`src/rtl/maxpool_relu1_if.sv`:
```
// Stream bundle between conv1 and the pooling stage: raster input side and pooled output side.
interface maxpool_relu1_if #(
  parameter int unsigned DATA_BITS = 15
);
  logic                        valid_in;
  logic signed [DATA_BITS-1:0] conv_in_1;
  logic signed [DATA_BITS-1:0] conv_in_2;
  logic signed [DATA_BITS-1:0] conv_in_3;
  logic signed [DATA_BITS-1:0] pool_out_1;
  logic signed [DATA_BITS-1:0] pool_out_2;
  logic signed [DATA_BITS-1:0] pool_out_3;
  logic                        valid_out_pool;
  logic                        frame_done;

  modport master (
    output valid_in, conv_in_1, conv_in_2, conv_in_3,
    input  pool_out_1, pool_out_2, pool_out_3, valid_out_pool, frame_done
  );

  modport slave (
    input  valid_in, conv_in_1, conv_in_2, conv_in_3,
    output pool_out_1, pool_out_2, pool_out_3, valid_out_pool, frame_done
  );
endinterface

```
`src/rtl/maxpool_relu1.sv`:
```
// 2x2 stride-2 max pooling followed by ReLU on a 3-channel raster stream, with a
// half-row line buffer per channel holding the horizontal maxima of each even row.
module maxpool_relu1 #(
  parameter int unsigned IN_WIDTH  = 24,
  parameter int unsigned IN_HEIGHT = 24,
  parameter int unsigned DATA_BITS = 15
) (
  input logic             clk,
  input logic             rst_n,
  maxpool_relu1_if.slave  bus_io
);

  localparam int unsigned ColW  = $clog2(IN_WIDTH);
  localparam int unsigned RowW  = $clog2(IN_HEIGHT);
  localparam int unsigned HalfW = IN_WIDTH / 2;
  localparam int unsigned AddrW = ColW - 1;
  localparam int unsigned NumCh = 3;

  typedef logic signed [DATA_BITS-1:0] data_t;

  data_t            sample   [NumCh];
  data_t            pair_q   [NumCh];
  data_t            out_q    [NumCh];
  data_t            lb_q     [NumCh][HalfW];
  data_t            h_d      [NumCh];
  data_t            m_d      [NumCh];
  data_t            relu_d   [NumCh];
  logic [ColW-1:0]  col_q;
  logic [RowW-1:0]  row_q;
  logic [AddrW-1:0] lb_addr;
  logic             col_last, row_last, fire, lb_we;
  logic             vout_q, fdone_q;

  assign sample[0] = bus_io.conv_in_1;
  assign sample[1] = bus_io.conv_in_2;
  assign sample[2] = bus_io.conv_in_3;

  assign lb_addr  = col_q[ColW-1:1];
  assign col_last = (col_q == ColW'(IN_WIDTH - 1));
  assign row_last = (row_q == RowW'(IN_HEIGHT - 1));
  assign fire     = bus_io.valid_in & col_q[0] & row_q[0];
  assign lb_we    = ~rst_n & bus_io.valid_in & col_q[0] & ~row_q[0];

  // Signed compares over the full width; ties resolve to the same value either way.
  always_comb begin
    for (int ch = 0; ch < NumCh; ch++) begin
      h_d[ch]    = (pair_q[ch] > sample[ch]) ? pair_q[ch] : sample[ch];
      m_d[ch]    = (lb_q[ch][lb_addr] > h_d[ch]) ? lb_q[ch][lb_addr] : h_d[ch];
      relu_d[ch] = m_d[ch][DATA_BITS-1] ? '0 : m_d[ch];
    end
  end

  always_ff @(posedge clk) begin
    if (rst_n) begin
      col_q   <= '0;
      row_q   <= '0;
      vout_q  <= 1'b0;
      fdone_q <= 1'b0;
      for (int ch = 0; ch < NumCh; ch++) begin
        pair_q[ch] <= '0;
        out_q[ch]  <= '0;
      end
    end else begin
      vout_q  <= fire;
      fdone_q <= fire & col_last & row_last;
      if (bus_io.valid_in) begin
        if (col_last) begin
          col_q <= '0;
          row_q <= row_last ? '0 : row_q + 1'b1;
        end else begin
          col_q <= col_q + 1'b1;
        end
        for (int ch = 0; ch < NumCh; ch++) begin
          if (!col_q[0]) begin
            pair_q[ch] <= sample[ch];
          end else if (row_q[0]) begin
            out_q[ch] <= relu_d[ch];
          end
        end
      end
    end
  end

  // Line buffer left unreset so it can map onto plain single-port storage.
  always_ff @(posedge clk) begin
    if (lb_we) begin
      for (int ch = 0; ch < NumCh; ch++) begin
        lb_q[ch][lb_addr] <= h_d[ch];
      end
    end
  end

  assign bus_io.pool_out_1     = out_q[0];
  assign bus_io.pool_out_2     = out_q[1];
  assign bus_io.pool_out_3     = out_q[2];
  assign bus_io.valid_out_pool = vout_q;
  assign bus_io.frame_done     = fdone_q;

endmodule

```
`src/flat_wrapper.sv`:
```
// flat-port wrapper written by rule: the top's interface ports become plain ports
module maxpool_relu1_flat 
#(
  parameter int unsigned IN_WIDTH  = 24,
  parameter int unsigned IN_HEIGHT = 24,
  parameter int unsigned DATA_BITS = 15
)
  (clk, rst_n, bus_io_valid_in, bus_io_conv_in_1, bus_io_conv_in_2, bus_io_conv_in_3, bus_io_pool_out_1, bus_io_pool_out_2, bus_io_pool_out_3, bus_io_valid_out_pool, bus_io_frame_done);
  maxpool_relu1_if #(.DATA_BITS(DATA_BITS)) bus_io_i ();
  input logic clk;
  input logic rst_n;
  input wire logic [$bits(bus_io_i.valid_in)-1:0] bus_io_valid_in;
  input wire logic [$bits(bus_io_i.conv_in_1)-1:0] bus_io_conv_in_1;
  input wire logic [$bits(bus_io_i.conv_in_2)-1:0] bus_io_conv_in_2;
  input wire logic [$bits(bus_io_i.conv_in_3)-1:0] bus_io_conv_in_3;
  output wire logic [$bits(bus_io_i.pool_out_1)-1:0] bus_io_pool_out_1;
  output wire logic [$bits(bus_io_i.pool_out_2)-1:0] bus_io_pool_out_2;
  output wire logic [$bits(bus_io_i.pool_out_3)-1:0] bus_io_pool_out_3;
  output wire logic [$bits(bus_io_i.valid_out_pool)-1:0] bus_io_valid_out_pool;
  output wire logic [$bits(bus_io_i.frame_done)-1:0] bus_io_frame_done;
  assign bus_io_i.valid_in = bus_io_valid_in;
  assign bus_io_i.conv_in_1 = bus_io_conv_in_1;
  assign bus_io_i.conv_in_2 = bus_io_conv_in_2;
  assign bus_io_i.conv_in_3 = bus_io_conv_in_3;
  assign bus_io_pool_out_1 = bus_io_i.pool_out_1;
  assign bus_io_pool_out_2 = bus_io_i.pool_out_2;
  assign bus_io_pool_out_3 = bus_io_i.pool_out_3;
  assign bus_io_valid_out_pool = bus_io_i.valid_out_pool;
  assign bus_io_frame_done = bus_io_i.frame_done;
  maxpool_relu1 #(.IN_WIDTH(IN_WIDTH), .IN_HEIGHT(IN_HEIGHT), .DATA_BITS(DATA_BITS)) u_core (.clk(clk), .rst_n(rst_n), .bus_io(bus_io_i));
endmodule
```
`config.mk`:
```
export PLATFORM = sky130hd
export DESIGN_NAME = maxpool_relu1_flat
export DESIGN_NICKNAME = d
export VERILOG_FILES = /design/src/rtl/maxpool_relu1_if.sv /design/src/rtl/maxpool_relu1.sv /design/src/flat_wrapper.sv
export SDC_FILE = /design/constraint.sdc
export NUM_CORES = 1
export LEC_CHECK = 0
export ABC_AREA = 1
export CAP_MARGIN = 20
export CORE_MARGIN = 3
export CORE_UTILIZATION = 60
export DETAILED_ROUTE_END_ITERATION = 8
export PLACE_DENSITY = 0.9
export SYNTH_ARGS = -nofsm -noshare
export SYNTH_HDL_FRONTEND = slang
export SYNTH_SLANG_ARGS = --single-unit
```
`constraint.sdc`:
```
create_clock -name clk -period 8.8 [get_ports clk]
set_input_delay 2.64 -clock clk [delete_from_list [all_inputs] [get_ports clk]]
set_output_delay 2.64 -clock clk [all_outputs]
set_load 0.02 [all_outputs]
```
Word level (Yosys, flattened, before mapping)
Memory sizes are Yosys's and may differ from the RTL's.
Index checks and enable logic that the tools add are counted.
W data, S select, Z words.

storage, ports and cells
  register bits = 12
  memory bits (writable) = 627
  input bits = 48
  output and inout port bits = 47
  word-level logic and storage cells = 78
  memories = 3

memories
  name           words  bits a word  rd ports  clocked after memory_dff  write ports  line                 text
  u_core.lb_q    3      180          3         0                         3            maxpool_relu1.sv:24  data_t lb_q [NumCh][HalfW];
  u_core.pair_q  3      15           3         0                         3            maxpool_relu1.sv:22  data_t pair_q [NumCh];
  u_core.out_q   3      14           3         0                         3            maxpool_relu1.sv:23  data_t out_q [NumCh];

operators by class
  add/sub/neg operators = 2
  order comparisons = 8
  eq/ne operators = 2
  multiplexer cells = 41
  bitwise operators = 16
  reduce and logical (&&, ||, !) cells = 2

operators by type and width
  kind                   count
  $mux W15               16
  $bmux W15 S4           3
  $mux W180              1
  $gt A15 B15 Y1         6
  $mux W14               6
  $demux W15 S4          1
  $mux W1                12
  $add A5 B1 Y5 const B  2
  $eq A5 B5 Y1 const B   2
  $mux W5                2
  $and A1 B1 Y1          7
  $or A1 B1 Y1           6
  $ge A5 B5 Y1 const B   1
  $lt A5 B1 Y1 const B   1
  $not A4 Y5             1
  $not A1 Y1             2
  $reduce_and A2 Y1      1
  $logic_and A1 B1 Y1    1

Logic depth before layout (Yosys ltp)
  depth in word-level cells = 8
  mapped depth = 30
  gate-level depth less buffers = 28

Worst setup path before layout
OpenSTA, ideal clock, no wires.

  path type = input-to-reg
  from = in bus_io_valid_in
  to = mem u_core.lb_q[0][210] in the netlist's numbering, enable pin
  library setup time = 0.503 ns
  arrival time = 6.181 ns
  required time = 8.297 ns
  setup slack = 2.115 ns
  cell stages on the path = 4
  buffers on the path = 0
  cell sequence = nand2_1 -> nor3_1 -> inv_1 -> nor3_1

RTL lines
  element             line                 text
  start: declaration  flat_wrapper.sv:12   input wire logic [$bits(bus_io_i.valid_in)-1:0] bus_io_valid_in;
  end: declaration    maxpool_relu1.sv:24

==> flow_summary_export.csv <==
group,metric,value,unit
timing,hold_viol,0,
synthesis,synthTopCellsByArea,"edfxtp_1, nand2_1, a22oi_1",
cells_and_area,layout-drive-gt1-share,6.85,%
synthesis,async_flop_share,0,%
synthesis,ys_seq_elements,639,
timing,relSlewSlack,22.2,%
synthesis,synthesis.area,28000,um2
timing,max_slew.worst_pin.slew,1.17,ns
critical_path,cp_max_fo,16,
clocking,clkLatencyLatePin,0.62,ns
cells_and_area,nets,2544,
drt,wirelength,68.8,mm
clocking,cts_tree,"done",
timing,period_minus_slack,7.08,ns
floorplanning,coreArea,45700,um2
clocking,cts_made_buffers,59,
place,dp_hpwl,38.3,mm
clocking,cts_root_buf,"clkbuf_16",
clocking,clk_path_buf_depth,3,
clocking,cts.sinks,639,
synthesis,syn-instance-count,2324,
timing,rsz0062_at_grt,"no",
global_routing,grt_overflow,0,
power_and_ir_drop,power_leakage,12.0,nW
floorplanning,start_util,61.2,%
synthesis,synth-edff-count,627,
critical_path,end_kind,"register",
timing,finalSetupViolations,0,
place,pre_cts_slack,1.23,ns
synthesis,synth_top_cell_by_area,"edfxtp_1",
floorplanning,die_area,49200,um2
synthesis,synth_top_area_share,67.4,%
timing,holdWs,0.541,ns
floorplanning,rows,78,
drt,route.detailed.drc,0,
min_path,hold_path.class,"reg -> reg",
drt,drtIter0Drc,2947,
floorplanning,die_h,222,um
timing,tns,0,ns
run_status,status,"finished, final reports clean",
floorplanning,dieWidth,222,um
global_routing,grt_use_total,27.1,%
global_routing,grt_antenna_before_repair,1,
synthesis,synth.distinct_cells,36,
drt,dr_total_vias,19300,
global_routing,grt_pass1_wl,104,mm
synthesis,seq_area_frac_synth,68.2,%
cells_and_area,num-fill-cells,2835,
clocking,post_cts_resized,0,
place,numPortBuffers,91,
critical_path,required,9.15,ns
power_and_ir_drop,ir_worst_vdd,0.157,mV
power_and_ir_drop,power_density,229,nW/um2
cells_and_area,syn2layout_area_growth,12.3,%
critical_path,crit_arrival,7.42,ns
critical_path,crit_type,"in -> reg",
critical_path,start_kind,"input pin",
drt,wl_per_cell,22.5,um
timing,drv_slew,0,
timing,finalCritPeriodShare,80.4,%
drt,ant_nets,0,
place,place.gp.congestion,0.981,
timing,fmax,141,MHz
cells_and_area,antenna_cells,0,
synthesis,ys_warn_count,0,
flow_run,maxCapViolations,0,
timing,timing.final.ws_setup,1.72,ns
timing,worst_clock_skew,0.0206,ns
drt,drt_pass1_iterations,8,
synthesis,synth_flop_cell,"edfxtp_1",
floorplanning,ioPinCount,95,
clocking,cts_max_level,2,
clocking,cts.clk_slew.worst_paths,0.06,ns
global_routing,grt_pass1_vias,19200,
synthesis,avgSynthCellArea,12.0,um2
drt,viasPerCell,6.33,
global_routing,grt_max_degree,90,
clocking,cts_setup_buffers,0,
clocking,postCtsHoldBufs,0,
logic make-up after synthesis:
| family | Yosys count | share of synthesized area (%) |
|---|---|---|
| adder cells (fa/ha/maj) | 92 | 4.12 |
| AND/OR/NAND/NOR | 926 | 14.2 |
| AO/OA/AOI/OAI | 319 | 8.12 |
| XOR/XNOR | 2 | 0.0627 |
| other | 1 | 0.0134 |
| buffers and inverters | 345 | 5.32 |
| flip-flops | 639 | 68.2 |
report_power, final:
part / switching [W] / leakage (nW) / total [W] / internal [W]
Sequential: 0.0000167 / 5.87 / 0.00354 / 0.00352
Combinational: 0.000736 / 5.19 / 0.00102 / 0.000287
Clock: 0.00110 / 0.967 / 0.00263 / 0.00153
Total: 0.00186 / 12.0 / 0.00719 / 0.00534
cell type report:
cell class                 count  area (um2)  share of cell area [%]
clock inverter                40         449                    1.43
sequential                   639       19100                    60.8
inverter                     246         933                    2.97
tap                          600         751                    2.39
multi-input combinational   1342        7530                    24.0
clock buffer                  68        1550                    4.95
timing repair buffer         116        1100                    3.50
per-stage QoR:
step,cell area [um2],utilization (%),instances,power (W)
final,31400,68.7,3051,0.00719
after global routing,31400,68.7,3051,0.00743
after CTS,31400,68.7,3051,0.00717
after detailed placement,29400,64.3,2943,0.00458
after global placement,29400,64.3,2943,0.00452
after floorplan,28000,-,2326,0.00430
sequential cells by signal, indices dropped and copies added (netlist names):
| register | flops |
|---|---|
| u_core.row_q | 5 |
| u_core.pair_q | 45 |
| u_core.bus_io.valid_out_pool | 1 |
| u_core.col_q | 5 |
| u_core.bus_io.frame_done | 1 |
| u_core.out_q | 42 |
| u_core.lb_q | 540 |
cells in the final DEF (no fill, tap or decap), types with 8 or more instances in the layout:
cell,instances
bufinv_16,9
nand4_1,43
clkbuf_16,61
ha_1,92
o21ai_0,9
a21oi_1,39
nor2_2,8
nand2_1,557
clkinv_1,9
a22oi_1,262
dfxtp_1,12
inv_1,241
nor2_4,11
buf_4,25
edfxtp_1,627
clkinv_2,10
nor2_1,116
nand3_1,154
clkdlybuf4s50_1,91
worst paths after layout:
kind	startpoint	to	slack, ns	depth (start not counted)
hold reg to reg	u_core.row_q[0]$_SDFFE_PP0P_	u_core.row_q[0]$_SDFFE_PP0P_	0.54	2
hold / removal	u_core.row_q[0]$_SDFFE_PP0P_	u_core.row_q[0]$_SDFFE_PP0P_	0.54	2
setup / recovery	bus_io_conv_in_3[14]	u_core.out_q[0][37]$_SDFFCE_PP0P_	1.72	25
setup reg to reg	u_core.col_q[1]$_SDFFE_PP0P_	u_core.out_q[0][22]$_SDFFCE_PP0P_	3.26	21
synth_stat cells, drive strengths merged (12+ instances only):
cell type  number
a22oi         263
o21ai          12
nand3         161
ha             92
inv           246
dfxtp          12
nand2         563
nor2          135
nor3           14
a21oi          39
edfxtp        627
nand4          43
clkbuf         23
buf            76
per-layer routing:
metal	part of all wire [%]	vias to the layer above	track usage, %
li1	-	8450	-
met1	35	9121	34.0
met2	50	1475	45.4
met3	11	266	5.43
met4	4.1	0	13.4
met5	0	-	0
critical path: stages:
cell,delay [ns]
clkdlybuf4s50_1,0.47
inv_1,0.10
ha_1,0.39
nand2_1,0.12
inv_1,0.05
nand2_1,0.05
nand2_1,0.05
a21oi_1,0.23
nand2_1,0.12
nand2_1,0.09
nand3_2,0.28
nand2_1,0.22
nand2_1,0.11
ha_1,0.32
nand2_1,0.06
inv_1,0.07
nand3_1,0.07
nor2_1,0.22
nand2_1,0.12
nand3_1,0.46
nand3_2,0.50
nor2_1,0.22
nor2_1,0.07
nand2_2,0.30
nor2_1,0.10
(Power assumes the default switching activity.)
